## src/rtl/adder_share_ctrl_pkg.sv

```systemverilog
// Shared-adder controller types: FSM state encoding and default operand/sum widths.
// Latency: n/a (declarations only).
// Backpressure: n/a.
package adder_ctrl_pkg;

    localparam int OP_W_DEF  = 4;
    localparam int SUM_W_DEF = OP_W_DEF + 1;

    typedef enum logic [1:0] {
        IDLE = 2'd0,
        WAIT = 2'd1,
        RESP = 2'd2
    } ctrl_state_e;

endpackage

```

## src/rtl/adder_share_ctrl_if.sv

```systemverilog
// Request, adder and response signals between clients, the controller and the shared adder.
// Latency: n/a (wiring only).
// Backpressure: req_valid/req_ready per requester, resp_valid/resp_ready on the response.
interface adder_share_ctrl_if
    import adder_ctrl_pkg::*;
#(
    parameter int NREQ = 4,
    parameter int OP_W = OP_W_DEF,
    parameter int IDW  = $clog2(NREQ)
);
    logic [NREQ-1:0]      req_valid;
    logic [NREQ*OP_W-1:0] req_a;
    logic [NREQ*OP_W-1:0] req_b;
    logic [NREQ-1:0]      req_ready;
    logic [OP_W-1:0]      add_a;
    logic [OP_W-1:0]      add_b;
    logic [OP_W:0]        add_sum;
    logic                 resp_valid;
    logic [IDW-1:0]       resp_id;
    logic [OP_W:0]        resp_sum;
    logic                 resp_ready;
    logic                 busy;

    modport master (
        output req_valid, req_a, req_b, add_sum, resp_ready,
        input  req_ready, add_a, add_b, resp_valid, resp_id, resp_sum, busy
    );

    modport slave (
        input  req_valid, req_a, req_b, add_sum, resp_ready,
        output req_ready, add_a, add_b, resp_valid, resp_id, resp_sum, busy
    );

endinterface

```

## src/rtl/adder_share_ctrl_arb.sv

```systemverilog
// Round-robin arbiter: first requester after last_i (wrapping) wins.
// Latency: combinational.
// Backpressure: none; the caller decides whether the grant is taken.
module adder_rr_arb
    import adder_ctrl_pkg::*;
#(
    parameter int NREQ = 4,
    parameter int IDW  = $clog2(NREQ)
) (
    input  logic [NREQ-1:0] req_i,
    input  logic [IDW-1:0]  last_i,
    output logic [NREQ-1:0] gnt_oh_o,
    output logic [IDW-1:0]  gnt_idx_o,
    output logic            any_req_o
);

    logic [IDW-1:0] idx;

    always_comb begin
        gnt_oh_o  = '0;
        gnt_idx_o = '0;
        any_req_o = 1'b0;
        idx       = '0;
        for (int k = 1; k <= NREQ; k++) begin
            idx = IDW'((int'(last_i) + k) % NREQ);
            if (!any_req_o && req_i[idx]) begin
                any_req_o      = 1'b1;
                gnt_idx_o      = idx;
                gnt_oh_o[idx]  = 1'b1;
            end
        end
    end

endmodule

```

## src/rtl/adder_share_ctrl.sv

```systemverilog
// Time-shares one registered adder among NREQ requesters, one operation in flight.
// Latency: accept in cycle T, resp_valid from T+ADD_LAT+1; issue period ADD_LAT+2.
// Backpressure: RESP holds all outputs until resp_ready; req_ready only while IDLE.
module adder_share_ctrl
    import adder_ctrl_pkg::*;
#(
    parameter int NREQ    = 4,
    parameter int OP_W    = OP_W_DEF,
    parameter int ADD_LAT = 1,
    parameter int IDW     = $clog2(NREQ)
) (
    input  logic               ck,
    input  logic               rst,
    adder_share_ctrl_if.slave  bus
);

    localparam int CNT_W = (ADD_LAT > 1) ? $clog2(ADD_LAT) : 1;

    ctrl_state_e      state_q;
    logic [OP_W-1:0]  add_a_q;
    logic [OP_W-1:0]  add_b_q;
    logic [IDW-1:0]   id_q;
    logic [IDW-1:0]   last_q;
    logic [CNT_W-1:0] cnt_q;
    logic             resp_valid_q;
    logic             busy_q;

    logic [NREQ-1:0]  gnt_oh;
    logic [IDW-1:0]   gnt_idx;
    logic             any_req;
    logic [OP_W-1:0]  sel_a_d;
    logic [OP_W-1:0]  sel_b_d;

    adder_rr_arb #(
        .NREQ (NREQ),
        .IDW  (IDW)
    ) u_arb (
        .req_i     (bus.req_valid),
        .last_i    (last_q),
        .gnt_oh_o  (gnt_oh),
        .gnt_idx_o (gnt_idx),
        .any_req_o (any_req)
    );

    assign sel_a_d = bus.req_a[int'(gnt_idx)*OP_W +: OP_W];
    assign sel_b_d = bus.req_b[int'(gnt_idx)*OP_W +: OP_W];

    // Gated by rst so no accept strobe is shown while reset is held.
    assign bus.req_ready  = (state_q == IDLE && !rst) ? gnt_oh : '0;
    assign bus.add_a      = add_a_q;
    assign bus.add_b      = add_b_q;
    assign bus.resp_valid = resp_valid_q;
    assign bus.resp_id    = id_q;
    assign bus.resp_sum   = bus.add_sum;
    assign bus.busy       = busy_q;

    always_ff @(posedge ck or posedge rst) begin
        if (rst) begin
            state_q      <= IDLE;
            add_a_q      <= '0;
            add_b_q      <= '0;
            id_q         <= '0;
            last_q       <= IDW'(NREQ - 1);
            cnt_q        <= '0;
            resp_valid_q <= 1'b0;
            busy_q       <= 1'b0;
        end else begin
            case (state_q)
                IDLE: begin
                    if (any_req) begin
                        add_a_q <= sel_a_d;
                        add_b_q <= sel_b_d;
                        id_q    <= gnt_idx;
                        last_q  <= gnt_idx;
                        cnt_q   <= CNT_W'(ADD_LAT - 1);
                        busy_q  <= 1'b1;
                        state_q <= WAIT;
                    end
                end
                WAIT: begin
                    if (cnt_q == '0) begin
                        resp_valid_q <= 1'b1;
                        state_q      <= RESP;
                    end else begin
                        cnt_q <= cnt_q - 1'b1;
                    end
                end
                RESP: begin
                    if (bus.resp_ready) begin
                        resp_valid_q <= 1'b0;
                        busy_q       <= 1'b0;
                        state_q      <= IDLE;
                    end
                end
                default: begin
                    resp_valid_q <= 1'b0;
                    busy_q       <= 1'b0;
                    state_q      <= IDLE;
                end
            endcase
        end
    end

endmodule
```

## src/flat_wrapper.sv

```systemverilog
// flat-port wrapper written by rule: the top's interface ports become plain ports
module adder_share_ctrl_flat import adder_ctrl_pkg::*;
#(
    parameter int NREQ    = 4,
    parameter int OP_W    = OP_W_DEF,
    parameter int ADD_LAT = 1,
    parameter int IDW     = $clog2(NREQ)
)
  (ck, rst, bus_req_valid, bus_req_a, bus_req_b, bus_add_sum, bus_resp_ready, bus_req_ready, bus_add_a, bus_add_b, bus_resp_valid, bus_resp_id, bus_resp_sum, bus_busy);
  adder_share_ctrl_if #(.NREQ(NREQ), .OP_W(OP_W), .IDW(IDW)) bus_i ();
  input  logic ck;
  input  logic rst;
  input wire logic [$bits(bus_i.req_valid)-1:0] bus_req_valid;
  input wire logic [$bits(bus_i.req_a)-1:0] bus_req_a;
  input wire logic [$bits(bus_i.req_b)-1:0] bus_req_b;
  input wire logic [$bits(bus_i.add_sum)-1:0] bus_add_sum;
  input wire logic [$bits(bus_i.resp_ready)-1:0] bus_resp_ready;
  output wire logic [$bits(bus_i.req_ready)-1:0] bus_req_ready;
  output wire logic [$bits(bus_i.add_a)-1:0] bus_add_a;
  output wire logic [$bits(bus_i.add_b)-1:0] bus_add_b;
  output wire logic [$bits(bus_i.resp_valid)-1:0] bus_resp_valid;
  output wire logic [$bits(bus_i.resp_id)-1:0] bus_resp_id;
  output wire logic [$bits(bus_i.resp_sum)-1:0] bus_resp_sum;
  output wire logic [$bits(bus_i.busy)-1:0] bus_busy;
  assign bus_i.req_valid = bus_req_valid;
  assign bus_i.req_a = bus_req_a;
  assign bus_i.req_b = bus_req_b;
  assign bus_i.add_sum = bus_add_sum;
  assign bus_i.resp_ready = bus_resp_ready;
  assign bus_req_ready = bus_i.req_ready;
  assign bus_add_a = bus_i.add_a;
  assign bus_add_b = bus_i.add_b;
  assign bus_resp_valid = bus_i.resp_valid;
  assign bus_resp_id = bus_i.resp_id;
  assign bus_resp_sum = bus_i.resp_sum;
  assign bus_busy = bus_i.busy;
  adder_share_ctrl #(.NREQ(NREQ), .OP_W(OP_W), .ADD_LAT(ADD_LAT), .IDW(IDW)) u_core (.ck(ck), .rst(rst), .bus(bus_i));
endmodule
```

## config.mk

```make
export PLATFORM = sky130hd
export DESIGN_NAME = adder_share_ctrl_flat
export DESIGN_NICKNAME = d
export VERILOG_FILES = /design/src/rtl/adder_share_ctrl_pkg.sv /design/src/rtl/adder_share_ctrl_if.sv /design/src/rtl/adder_share_ctrl_arb.sv /design/src/rtl/adder_share_ctrl.sv /design/src/flat_wrapper.sv
export SDC_FILE = /design/constraint.sdc
export NUM_CORES = 1
export LEC_CHECK = 0
export CAP_MARGIN = 20
export CORE_MARGIN = 2
export CORE_UTILIZATION = 31
export CTS_CLUSTER_SIZE = 16
export DETAILED_ROUTE_END_ITERATION = 10
export PLACE_DENSITY_LB_ADDON = 0.1
export RECOVER_POWER = 100
export SYNTH_ARGS = -nofsm -noshare
export SYNTH_HDL_FRONTEND = slang
export SYNTH_SLANG_ARGS = --single-unit
```

## constraint.sdc

```tcl
create_clock -name ck -period 4.71 [get_ports ck]
set_clock_uncertainty 0.05 [all_clocks]
set_input_delay 0.942 -clock ck [delete_from_list [all_inputs] [get_ports ck]]
set_output_delay 0.942 -clock ck [all_outputs]
set_load 0.005 [all_outputs]
```

=== Yosys cells after proc, flatten, opt, wreduce, memory -nomap -nowiden ===
Cells that the tools add are included.

* Flip-flop bits (word level): 17
* Bits of input ports: 44
* Output and inout bits: 21
* Word-level logic and storage cells: 93

* Add/subtract/negate cells: 5
* Order comparisons: 8
* Equal/unequal tests: 5
* Shift-type cells: 2
* Muxes and demuxes: 41
* Bitwise gates (word level): 5
* Reduce and logical (&&, ||, !) cells: 19

{| class="wikitable"
|+ Operator list
! cell !! number
|-
| indexed part select 16 x 5 -> 4 bit || 2
|-
| two-way mux 4 bit || 5
|-
| two-way mux 1 bit || 17
|-
| two-way mux 2 bit || 7
|-
| < comparator 2 x 3 -> 1 bit (second input constant) || 4
|-
| OR 4 bit || 3
|-
| AND reduction 3 bit || 3
|-
| binary-select mux 1 bit (select 2 bit) || 4
|-
| demux 1 bit (select 2 bit) || 4
|-
| greater-or-equal comparator 2 x 1 -> 1 bit (second input constant) || 4
|-
| logical AND 1 bit || 8
|-
| case mux 1 bit (3 select lines) || 2
|-
| case mux 2 bit (3 select lines) || 1
|-
| adder 2 x 1 -> 2 bit (second input constant) || 2
|-
| adder 2 bit (second input constant) || 2
|-
| zero test 1 bit || 4
|-
| inequality test 2 bit (second input constant) || 2
|-
| AND reduction 2 bit || 2
|-
| equality test 2 x 1 -> 1 bit (second input constant) || 1
|-
| equality test 2 bit (second input constant) || 1
|-
| zero test 2 bit || 1
|-
| inequality test 2 x 1 -> 1 bit (second input constant) || 1
|-
| NOT 1 bit || 2
|-
| case mux 1 bit (2 select lines) || 1
|-
| other kinds (2) || 2
|}

=== Depth between registers and ports, before layout ===
Gate-level depths: netlist of the first run.

* Depth after elaboration: 15
* Mapped depth: 10
* Gate-level depth less buffers: 8

=== Cells and area by module ===
From an unflattened synthesis of the first run, not the netlist that was laid out.

* Cells, all modules: 131
* Area, all modules: 1,431.4 um2

{| class="wikitable"
|+ Modules (own cells, without submodules)
! module !! instances !! cells an instance !! area each (um2) !! seq. area each (um2)
|-
| adder_share_ctrl || 1 || 63 || 905.9 || 402.9
|-
| adder_rr_arb || 1 || 68 || 525.5 || 0.0
|}

=== Worst setup path after synthesis of the first run ===
No wires, ideal clock.

* Path type: reg2out
* Start point: register u_core.last_q[0]
* End point: output bus_req_ready[0]
* Arrival time: 2.631 ns
* Data required time: 3.718 ns
* Slack: 1.087 ns
* Stages on the path, launching flop included: 11
* Path buffers: 2
* Cell sequence: dfstp_2 -> buf_4 -> inv_1 -> ha_1 -> mux4_2 -> nor2b_2 -> dlymetal6s2s_1 -> a22oi_1 -> nor2_1 -> a221oi_1 -> nor2_1

* Longest elaborated chain between the ends: 14
* Elaborated cells on any way between the ends: 49
* Classes of those cells: add/sub: 4; order compare: 8; mux: 24; bitwise: 3; reduce/logical: 10

{| class="wikitable"
|+ Ends and longest elaborated chain
! item !! line !! RTL
|-
| from (decl) || adder_share_ctrl.sv:23 || <nowiki>logic [IDW-1:0] last_q;</nowiki>
|-
| from (signal assigned) || adder_share_ctrl.sv:63 || <nowiki>last_q <= IDW'(NREQ - 1);</nowiki>
|-
| from (signal assigned) || adder_share_ctrl.sv:74 || <nowiki>last_q <= gnt_idx;</nowiki>
|-
| parallel branches: the longest is 12 deep, another holds < comparator 2 x 3 -> 1 bit || n/a ||
|-
| two-way mux 4 bit (*) || adder_share_ctrl_arb.sv:26 || <nowiki>if (!any_req_o && req_i[idx]) begin</nowiki>
|-
| two-way mux 4 bit (*) || adder_share_ctrl.sv:49 || <nowiki>assign bus.req_ready = (state_q == IDLE && !rst) ? gnt_oh : '0;</nowiki>
|-
| to (decl) || flat_wrapper.sv:18 || <nowiki>output wire logic [$bits(bus_i.req_ready)-1:0] bus_req_ready;</nowiki>
|}

Every way passes the cells marked *. The select of a mux whose other input is x is not followed.

=== Worst setup path in the final report of the first run ===
* Start point: input bus_req_valid[1]
* End point: output bus_req_ready[1]

* Longest elaborated chain between the ends: 13
* Elaborated cells on any way between the ends: 25
* Classes of those cells: mux: 16; bitwise: 3; reduce/logical: 6

{| class="wikitable"
|+ Ends and longest elaborated chain
! item !! line !! RTL
|-
| from (decl) || flat_wrapper.sv:13 || <nowiki>input wire logic [$bits(bus_i.req_valid)-1:0] bus_req_valid;</nowiki>
|-
| binary-select mux 1 bit (select 2 bit) || adder_share_ctrl_arb.sv:26 ||
|-
| two-way mux 1 bit (not written as such) || adder_share_ctrl_arb.sv:26 ||
|-
| two-way mux 1 bit || adder_share_ctrl_arb.sv:26 ||
|-
| zero test 1 bit || adder_share_ctrl_arb.sv:26 ||
|-
| logical AND 1 bit || adder_share_ctrl_arb.sv:26 ||
|-
| two-way mux 1 bit || adder_share_ctrl_arb.sv:26 ||
|-
| zero test 1 bit || adder_share_ctrl_arb.sv:26 ||
|-
| logical AND 1 bit || adder_share_ctrl_arb.sv:26 ||
|-
| two-way mux 1 bit || adder_share_ctrl_arb.sv:26 ||
|-
| zero test 1 bit || adder_share_ctrl_arb.sv:26 ||
|-
| logical AND 1 bit || adder_share_ctrl_arb.sv:26 ||
|-
| two-way mux 4 bit (*) || adder_share_ctrl_arb.sv:26 ||
|-
| two-way mux 4 bit (*) || adder_share_ctrl.sv:49 ||
|}

Mark *: on every way between the ends. The rest lies on a longest branch, timed or not. The select of a mux whose other input is x is not followed.

==> results of run 1 <==
[layout make-up]
type | count | area share (%)
multi-input combinational | 134 | 48.5
sequential | 16 | 18.6
inverter | 6 | 1.04
timing repair buffer | 57 | 25.8
tap | 70 | 4.03
clock buffer | 4 | 2.07
[power by group]
| part | leakage, nW | total [W] | switching [W] | internal, W |
|---|---|---|---|---|
| clock network | 0.0228 | 0.000107 | 0.0000473 | 0.0000599 |
| registers | 0.190 | 0.000287 | 0.0000687 | 0.000218 |
| logic | 0.640 | 0.000997 | 0.000529 | 0.000467 |
[worst paths after layout]
kind | endpoint | slack, ns | depth (start not counted)
hold reg to reg | u_core.bus.resp_id[1] | 0.42 | 2
max in group asynchronous | u_core.bus.add_a[3] | 2.68 | 3
setup reg to reg | u_core.bus.add_b[0] | 0.68 | 8
setup / recovery | bus_req_ready[1] | 0.20 | 8
hold / removal | u_core.bus.resp_id[1] | 0.42 | 2
min in group asynchronous | u_core.bus.resp_id[0] | 1.35 | 3
[layer usage]
layer,global-route usage [%],wire length [um],up-vias
li1,-,-,754
met1,20.6,2030,721
met2,24.1,2010,52
met3,3.44,290,6
met4,4.18,45,0
met5,0,0,-
[synthesized netlist by cell type, types with 2 or more instances]
cell,count
sky130_fd_sc_hd__o41ai_1,3
sky130_fd_sc_hd__a211oi_1,4
sky130_fd_sc_hd__nor2_1,18
sky130_fd_sc_hd__a221o_1,2
sky130_fd_sc_hd__a21oi_1,2
sky130_fd_sc_hd__o21ai_0,11
sky130_fd_sc_hd__mux2_1,6
sky130_fd_sc_hd__a221oi_1,5
sky130_fd_sc_hd__ha_1,8
sky130_fd_sc_hd__a22oi_1,4
sky130_fd_sc_hd__a31oi_1,2
sky130_fd_sc_hd__nand2_1,11
sky130_fd_sc_hd__buf_6,4
sky130_fd_sc_hd__mux2_2,2
sky130_fd_sc_hd__nand2b_1,3
sky130_fd_sc_hd__mux2_4,3
sky130_fd_sc_hd__buf_4,6
sky130_fd_sc_hd__mux2i_1,9
sky130_fd_sc_hd__nor3_1,2
sky130_fd_sc_hd__o22ai_1,7
sky130_fd_sc_hd__mux4_2,2
sky130_fd_sc_hd__dfstp_2,2
sky130_fd_sc_hd__o221ai_1,8
sky130_fd_sc_hd__dfrtp_1,14
sky130_fd_sc_hd__inv_1,6
[tightest hold or removal path, delay by kind of cell, from the launching register on]
kind,cells,cell delay [ns]
flip-flops,1,0.33
AND/OR/NAND/NOR,2,0.11
[state kept, by name, indices dropped and copies added, names as in the netlist]
signal,cells
u_core.bus.add_a,4
u_core.bus.resp_valid,1
u_core.bus.add_b,4
u_core.last_q,2
u_core.bus.resp_id,2
u_core.state_q,2
u_core.bus.busy,1
[kinds of logic (layout without fill, tap and decap cells)]
kind of cell             Yosys count  in the layout  synth area share (%)
AO/OA/AOI/OAI                     59             59                  28.1
adder cells (fa/ha/maj)            8              8                  6.18
AND/OR/NAND/NOR                   44             44                  14.3
multiplexers                      23             23                  18.1
flip-flops                        16             16                  24.9
buffers and inverters             20             67                  8.49
[cells in the final DEF (no fill, tap or decap), types with 2 or more instances in the layout]
cell and instances:
sky130_fd_sc_hd__a221o_1 2, sky130_fd_sc_hd__a31oi_1 2, sky130_fd_sc_hd__a21oi_1 2, sky130_fd_sc_hd__clkbuf_8 3
sky130_fd_sc_hd__o41ai_1 3, sky130_fd_sc_hd__mux2_2 4, sky130_fd_sc_hd__a211oi_1 4, sky130_fd_sc_hd__dlygate4sd3_1 19
sky130_fd_sc_hd__dfrtp_1 14, sky130_fd_sc_hd__nand2b_1 3, sky130_fd_sc_hd__mux4_2 2, sky130_fd_sc_hd__clkbuf_1 2
sky130_fd_sc_hd__buf_4 2, sky130_fd_sc_hd__clkdlybuf4s50_1 35, sky130_fd_sc_hd__ha_1 8, sky130_fd_sc_hd__mux2i_1 9
sky130_fd_sc_hd__nor3_1 2, sky130_fd_sc_hd__nand2_1 11, sky130_fd_sc_hd__o221ai_1 8, sky130_fd_sc_hd__a221oi_1 5
sky130_fd_sc_hd__dfstp_2 2, sky130_fd_sc_hd__inv_1 6, sky130_fd_sc_hd__mux2_1 6, sky130_fd_sc_hd__o21ai_0 11
sky130_fd_sc_hd__a22oi_1 4, sky130_fd_sc_hd__o22ai_1 7, sky130_fd_sc_hd__nor2_1 19
[metrics by stage]
stage          setup WS, ns  std cells  util (%)  hold slack, ns  total power, W
2_1_floorplan          1.09        170         -           0.418         0.00105
3_3_place_gp          0.347        283      42.5           0.418         0.00133
3_5_place_dp          0.215        283      42.5           0.416         0.00135
4_1_cts               0.226        287      43.4           0.433         0.00147
5_1_grt              0.0436        287      42.8           0.475         0.00152
6_report              0.199        287      42.8           0.419         0.00139
==> results.md, run 1 <==
- Drt first-iter violations: 105
- Core Region: 5070 um2
- List of cells traversed by the critical path: clkdlybuf4s50_1, mux4_2, nor2b_2, a22oi_1, nor2_1, a221oi_1, nor2_1, dlygate4sd3_1
- Setup Fix Bufs, Post-CTS: 0
- Quantity of gates resized following cts: 0
- Maximum root-to-sink buffer count: 2
- Area taken by multi-input logic gates: 1050 um2
- Static leakage: 0.853 nW
- Number of cell rows: 26
- DRC violations left: 0
- Overflow left after global routing: 0
- Max H-tree Level: 1
- Vias in the first global route: 1564
- Unrepaired setup endpoints after global routing: false
- Mapped Area: 1620 um2
- Die extent in y: 76.3 um
- Final design instance area without fill: 2170 um2
- Number of optimization iterations in the first detailed-route pass: 4
- Routed wire per std cell: 15.2 um
- Fraction of registers with async set/reset: between 90% and 100%
- Area growth from synthesis to layout: 34.0%
- Crit end category: output pin
- Worst min-delay path category: reg -> reg
- Number of pins exceeding their max-slew limit in the final report: 0
- Number of fill cells: 528
- Buffers plus inverters on the worst setup path: 2
- Min-delay src: u_core.bus.resp_id[1]
- Outcome: completed
- Register bit total from synthesis: 16
- Synthesized net count: 222
- Sinks on Clock Net: 16
- Number of clock buffers inserted by TritonCTS: 3
- Overall Global Routing Usage: approximately 15%
- Via density per instance: 5.34
- Overall via count from detail_route: 1533
- CTS clk-pin slew, worst paths: 0.06 ns
- Antenna Diode Count: 0
- Initial antenna violation count: 0
- Port Buffers: 54
- Cell accounting for the most synthesized area: sky130_fd_sc_hd__dfrtp_1
- Maximum number of pins on one net before global-route repair: 25
- Share of post-route cells with drive strength above 1: 9.68%
- Slew at the pin closest to its max-slew limit: 0.946 ns
- Count of flip-flops with a built-in enable after synthesis: 0
- Number of hold buffers added after CTS: 0
- CP Launch Point: bus_req_valid[1]
- Power per cell area: 640 nW/um2
- Average size of a mapped cell: about 9.5 um2
- Total negative setup slack: 0 ns
- Worst reg2reg startpoint: u_core.last_q[0]
- Max-cap check violation count: 0
- CP top delay family: buffers and inverters
- CP max stage delay: 0.62 ns
- Slowest cell on the critical path: sky130_fd_sc_hd__mux4_2
- Commonest register cell after synthesis: sky130_fd_sc_hd__dfrtp_1
- Global placement routability congestion: 0.743
- Floorplan die area: 5820 um2
- Fraction of synthesized cell area taken by the top area cell type: a little over a fifth
- Data arrival time of the worst path: 3.52 ns
- Hold Fails Final Rpt: 0
- Post-route minimum period: 4.51 ns
- Startpoint types: input port
- Required time reported for the critical path endpoint: around 3.7 ns
- Endpoints failing setup: 0
- Worst slew slack as a fraction of its limit: between 30% and 40%
- DP Wirelength: approximately 3300 um
- Highest fanout seen on the critical path: 11
- Chip width: 76.3 um
- Cell count after synthesis: 170
- Buffer type at the clock tree root: sky130_fd_sc_hd__clkbuf_8
- Global-route wire length before repair: 7370 um
- Yosys Warn Count: 0
- Cell repeated most along the worst path: sky130_fd_sc_hd__nor2_1
- Synth top area cells: sky130_fd_sc_hd__dfrtp_1 (22%), sky130_fd_sc_hd__ha_1 (6.2%), sky130_fd_sc_hd__mux2i_1 (5.6%)
- Post-Place Cell Area: 2160 um2
- Combined flip-flop and latch cell area: 403 um2
- Maximum VDD drop: 0.000265 V
- # nets final: 270
- Initial core utilization: a little under a third
- Clock latency at the later pin of the worst-skew pair: 0.24 ns
- Portion of the post-synthesis area used by sequential elements: 24.9%
- Yosys cell types: 51
- Critical Setup Path Class: in -> out
- F_max: around 220 MHz
- Final routed wirelength across all metal layers: between 4000 and 5000 um
- Final ANT Viol Nets: 0
- CTS tree: done
- Boundary pin count: 65
- Final worst path period share: 95.8%
No activity file was read; power rests on OpenSTA's default activity.
==> run 2, diff against run 1 <==
- PLACE_DENSITY_LB_ADDON: 0.1 -> 0.08
==> run 2 against run 1 <==
  * The flow now finishes with violations (capacitance limit)
  * Sequential power barely moved
  * Clock power rose by 18%
  * Total power rose by 2.6%
  * Worst setup slack got worse by 0.0074 ns
  * Hold slack improved by 0.0089 ns
  * Critical path type unchanged
  * Combinational power barely moved
  * Cell count fell by 0.35%
  * Core utilization rose by 0.25 points
==> results.md, run 2 (synthesis results as in run 1) <==
- Outcome: finished, violations left (was completed)
- Violations in the final reports: capacitance limit
- Final routed wirelength across all metal layers: 4560 um (was 4380 um)
- Cell repeated most along the worst path: sky130_fd_sc_hd__nor2_1 (unchanged)
- Global placement routability congestion: 0.791 (was 0.743)
- Data arrival time of the worst path: 3.53 ns (was 3.52 ns)
- Routed wire per std cell: 15.9 um (was 15.2 um)
- CP max stage delay: 0.62 ns (about the same)
- Depth of the worst register-to-register path: 8 (unchanged)
- Unrepaired setup endpoints after global routing: false (unchanged)
- Initial antenna violation count: 0 (unchanged)
- Area growth from synthesis to layout: 34.7% (was 34.0%)
- Number of optimization iterations in the first detailed-route pass: 4 (unchanged)
- List of cells traversed by the critical path: clkdlybuf4s50_1, mux4_2, nor2b_2, a22oi_1, nor2_1, a221oi_1, nor2_1, dlygate4sd3_1 (unchanged)
- Buffer type at the clock tree root: sky130_fd_sc_hd__clkbuf_8 (unchanged)
- Initial core utilization: 31.9% (unchanged)
- F_max: 221 MHz (was 222 MHz)
- Min-delay src: u_core.bus.resp_id[1] (unchanged)
- CTS clk-pin slew, worst paths: 0.07 ns (was 0.06 ns)
- Final-layout worst hold slack: 0.428 ns (was 0.419 ns)
- Max H-tree Level: 1 (unchanged)
- Number of clock buffers inserted by TritonCTS: 3 (unchanged)
- Global-route wire length before repair: 7560 um (was 7370 um)
- Chip width: 76.3 um (unchanged)
- Antenna Diode Count: 0 (unchanged)
- CP Launch Point: bus_req_valid[1] (unchanged)
- Floorplan die area: 5820 um2 (unchanged)
- Slew at the pin closest to its max-slew limit: 1.47 ns (was 0.946 ns)
- Worst reg2reg startpoint: u_core.last_q[0] (unchanged)
- Maximum root-to-sink buffer count: 2 (unchanged)
- Static leakage: 0.858 nW (was 0.853 nW)
- Post-route minimum period: 4.52 ns (was 4.51 ns)
- Number of cells on the critical path: 8 (unchanged)
- Overall via count from detail_route: 1532 (was 1533)
- Overflow left after global routing: 0 (unchanged)
- Share of post-route cells with drive strength above 1: 10.2% (was 9.68%)
- Boundary pin count: 65 (unchanged)
- Buffers plus inverters on the worst setup path: 2 (unchanged)
- # nets final: 269 (was 270)
- Worst min-delay path category: reg -> reg (unchanged)
- Quantity of gates resized following cts: 0 (unchanged)
- Worst slew slack as a fraction of its limit: 0.853% (was 36.9%)
- Final worst path period share: 95.9% (was 95.8%)
- Hold Fails Final Rpt: 0 (unchanged)
- Power per cell area: 654 nW/um2 (was 640 nW/um2)
- Number of hold buffers added after CTS: 0 (unchanged)
- Port Buffers: 54 (unchanged)
- Total negative setup slack: 0 ns (unchanged)
- Most frequent cells in the layout: sky130_fd_sc_hd__clkdlybuf4s50_1 (37), sky130_fd_sc_hd__nor2_1 (18), sky130_fd_sc_hd__dlygate4sd3_1 (17) (was sky130_fd_sc_hd__clkdlybuf4s50_1 (35), sky130_fd_sc_hd__nor2_1 (19), sky130_fd_sc_hd__dlygate4sd3_1 (19))
- DRC violations left: 0 (unchanged)
- Final ANT Viol Nets: 0 (unchanged)
- CTS tree: done (unchanged)
- Core Region: 5070 um2 (unchanged)
- Via density per instance: 5.36 (was 5.34)
- Sinks on Clock Net: 16 (unchanged)
- DP Wirelength: 3390 um (was 3330 um)
- Drt first-iter violations: 53 (was 105)
- Crit end category: output pin (unchanged)
- Number of pins exceeding their max-slew limit in the final report: 0 (unchanged)
- Startpoint types: input port (unchanged)
- Slowest cell on the critical path: sky130_fd_sc_hd__mux4_2 (unchanged)
- Number of cells traversed by the worst hold path: 2 (unchanged)
- Endpoints failing setup: 0 (unchanged)
- Vias in the first global route: 1567 (was 1564)
- Maximum VDD drop: 0.000263 V (was 0.000265 V)
- Clock latency at the later pin of the worst-skew pair: 0.25 ns (was 0.24 ns)
- Maximum number of pins on one net before global-route repair: 25 (unchanged)
- Die extent in y: 76.3 um (unchanged)
- Number of cell rows: 26 (unchanged)
- Most frequent standard cell in the layout excluding fill and tap cells: sky130_fd_sc_hd__clkdlybuf4s50_1 (unchanged)
- Max-cap check violation count: 1 (was 0)
- Required time reported for the critical path endpoint: 3.72 ns (about the same)
- Setup Fix Bufs, Post-CTS: 0 (unchanged)
- CP top delay family: buffers and inverters (unchanged)
- Critical Setup Path Class: in -> out (unchanged)
- Highest fanout seen on the critical path: 11 (unchanged)
- Overall Global Routing Usage: 15.8% (was 15.1%)
[run 2: per-layer routing]
metal,share of wire (%),track usage (%),up-vias
li1,-,-,748
met1,46,20.2,731
met2,47,25.9,47
met3,5.6,3.79,6
met4,1.6,5.82,0
met5,0,0,-
[run 2: layout make-up]
cell class / instances / area [um2]
multi-input cells: 134 / 1060
clock buffers: 4 / 55.1
repair buffers: 56 / 552
fillers: 514 / 2890
flip-flops and latches: 16 / 403
well taps: 70 / 87.6
inverters: 6 / 22.5
[run 2: per-stage QoR]
| stage | cell area, um2 | std cells | setup slack [ns] | utilization (%) | total power (W) |
|---|---|---|---|---|---|
| after floorplan | 1620 | 170 | 1.09 | - | 0.00105 |
| after global placement | 2150 | 282 | 0.345 | 42.3 | 0.00133 |
| after detailed placement | 2150 | 282 | 0.211 | 42.3 | 0.00135 |
| after CTS | 2200 | 286 | 0.216 | 43.4 | 0.00148 |
| after global routing | 2180 | 286 | 0.0462 | 43.0 | 0.00156 |
| final | 2180 | 286 | 0.191 | 43.0 | 0.00143 |
[run 2: worst paths after layout]
check,to,slack [ns]
worst max-delay path,bus_req_ready[2],0.19
worst min-delay path,u_core.bus.resp_id[1],0.43
worst max register to register,u_core.bus.add_b[0],0.41
worst min register to register,u_core.bus.resp_id[1],0.43
max in group asynchronous,u_core.state_q[0],2.63
min in group asynchronous,u_core.bus.resp_id[0],1.38
[run 2: power by group]
| part | internal, W | leakage [nW] | switching [W] |
|---|---|---|---|
| clock | 0.0000742 | 0.0288 | 0.0000517 |
| combinational | 0.000479 | 0.640 | 0.000537 |
| sequential | 0.000218 | 0.190 | 0.0000671 |
[run 2: worst min-delay path, stage by stage, from the launching register on]
cell,delay (ns)
sky130_fd_sc_hd__dfrtp_1,0.34
sky130_fd_sc_hd__nand2_1,0.05
sky130_fd_sc_hd__nand2_1,0.06
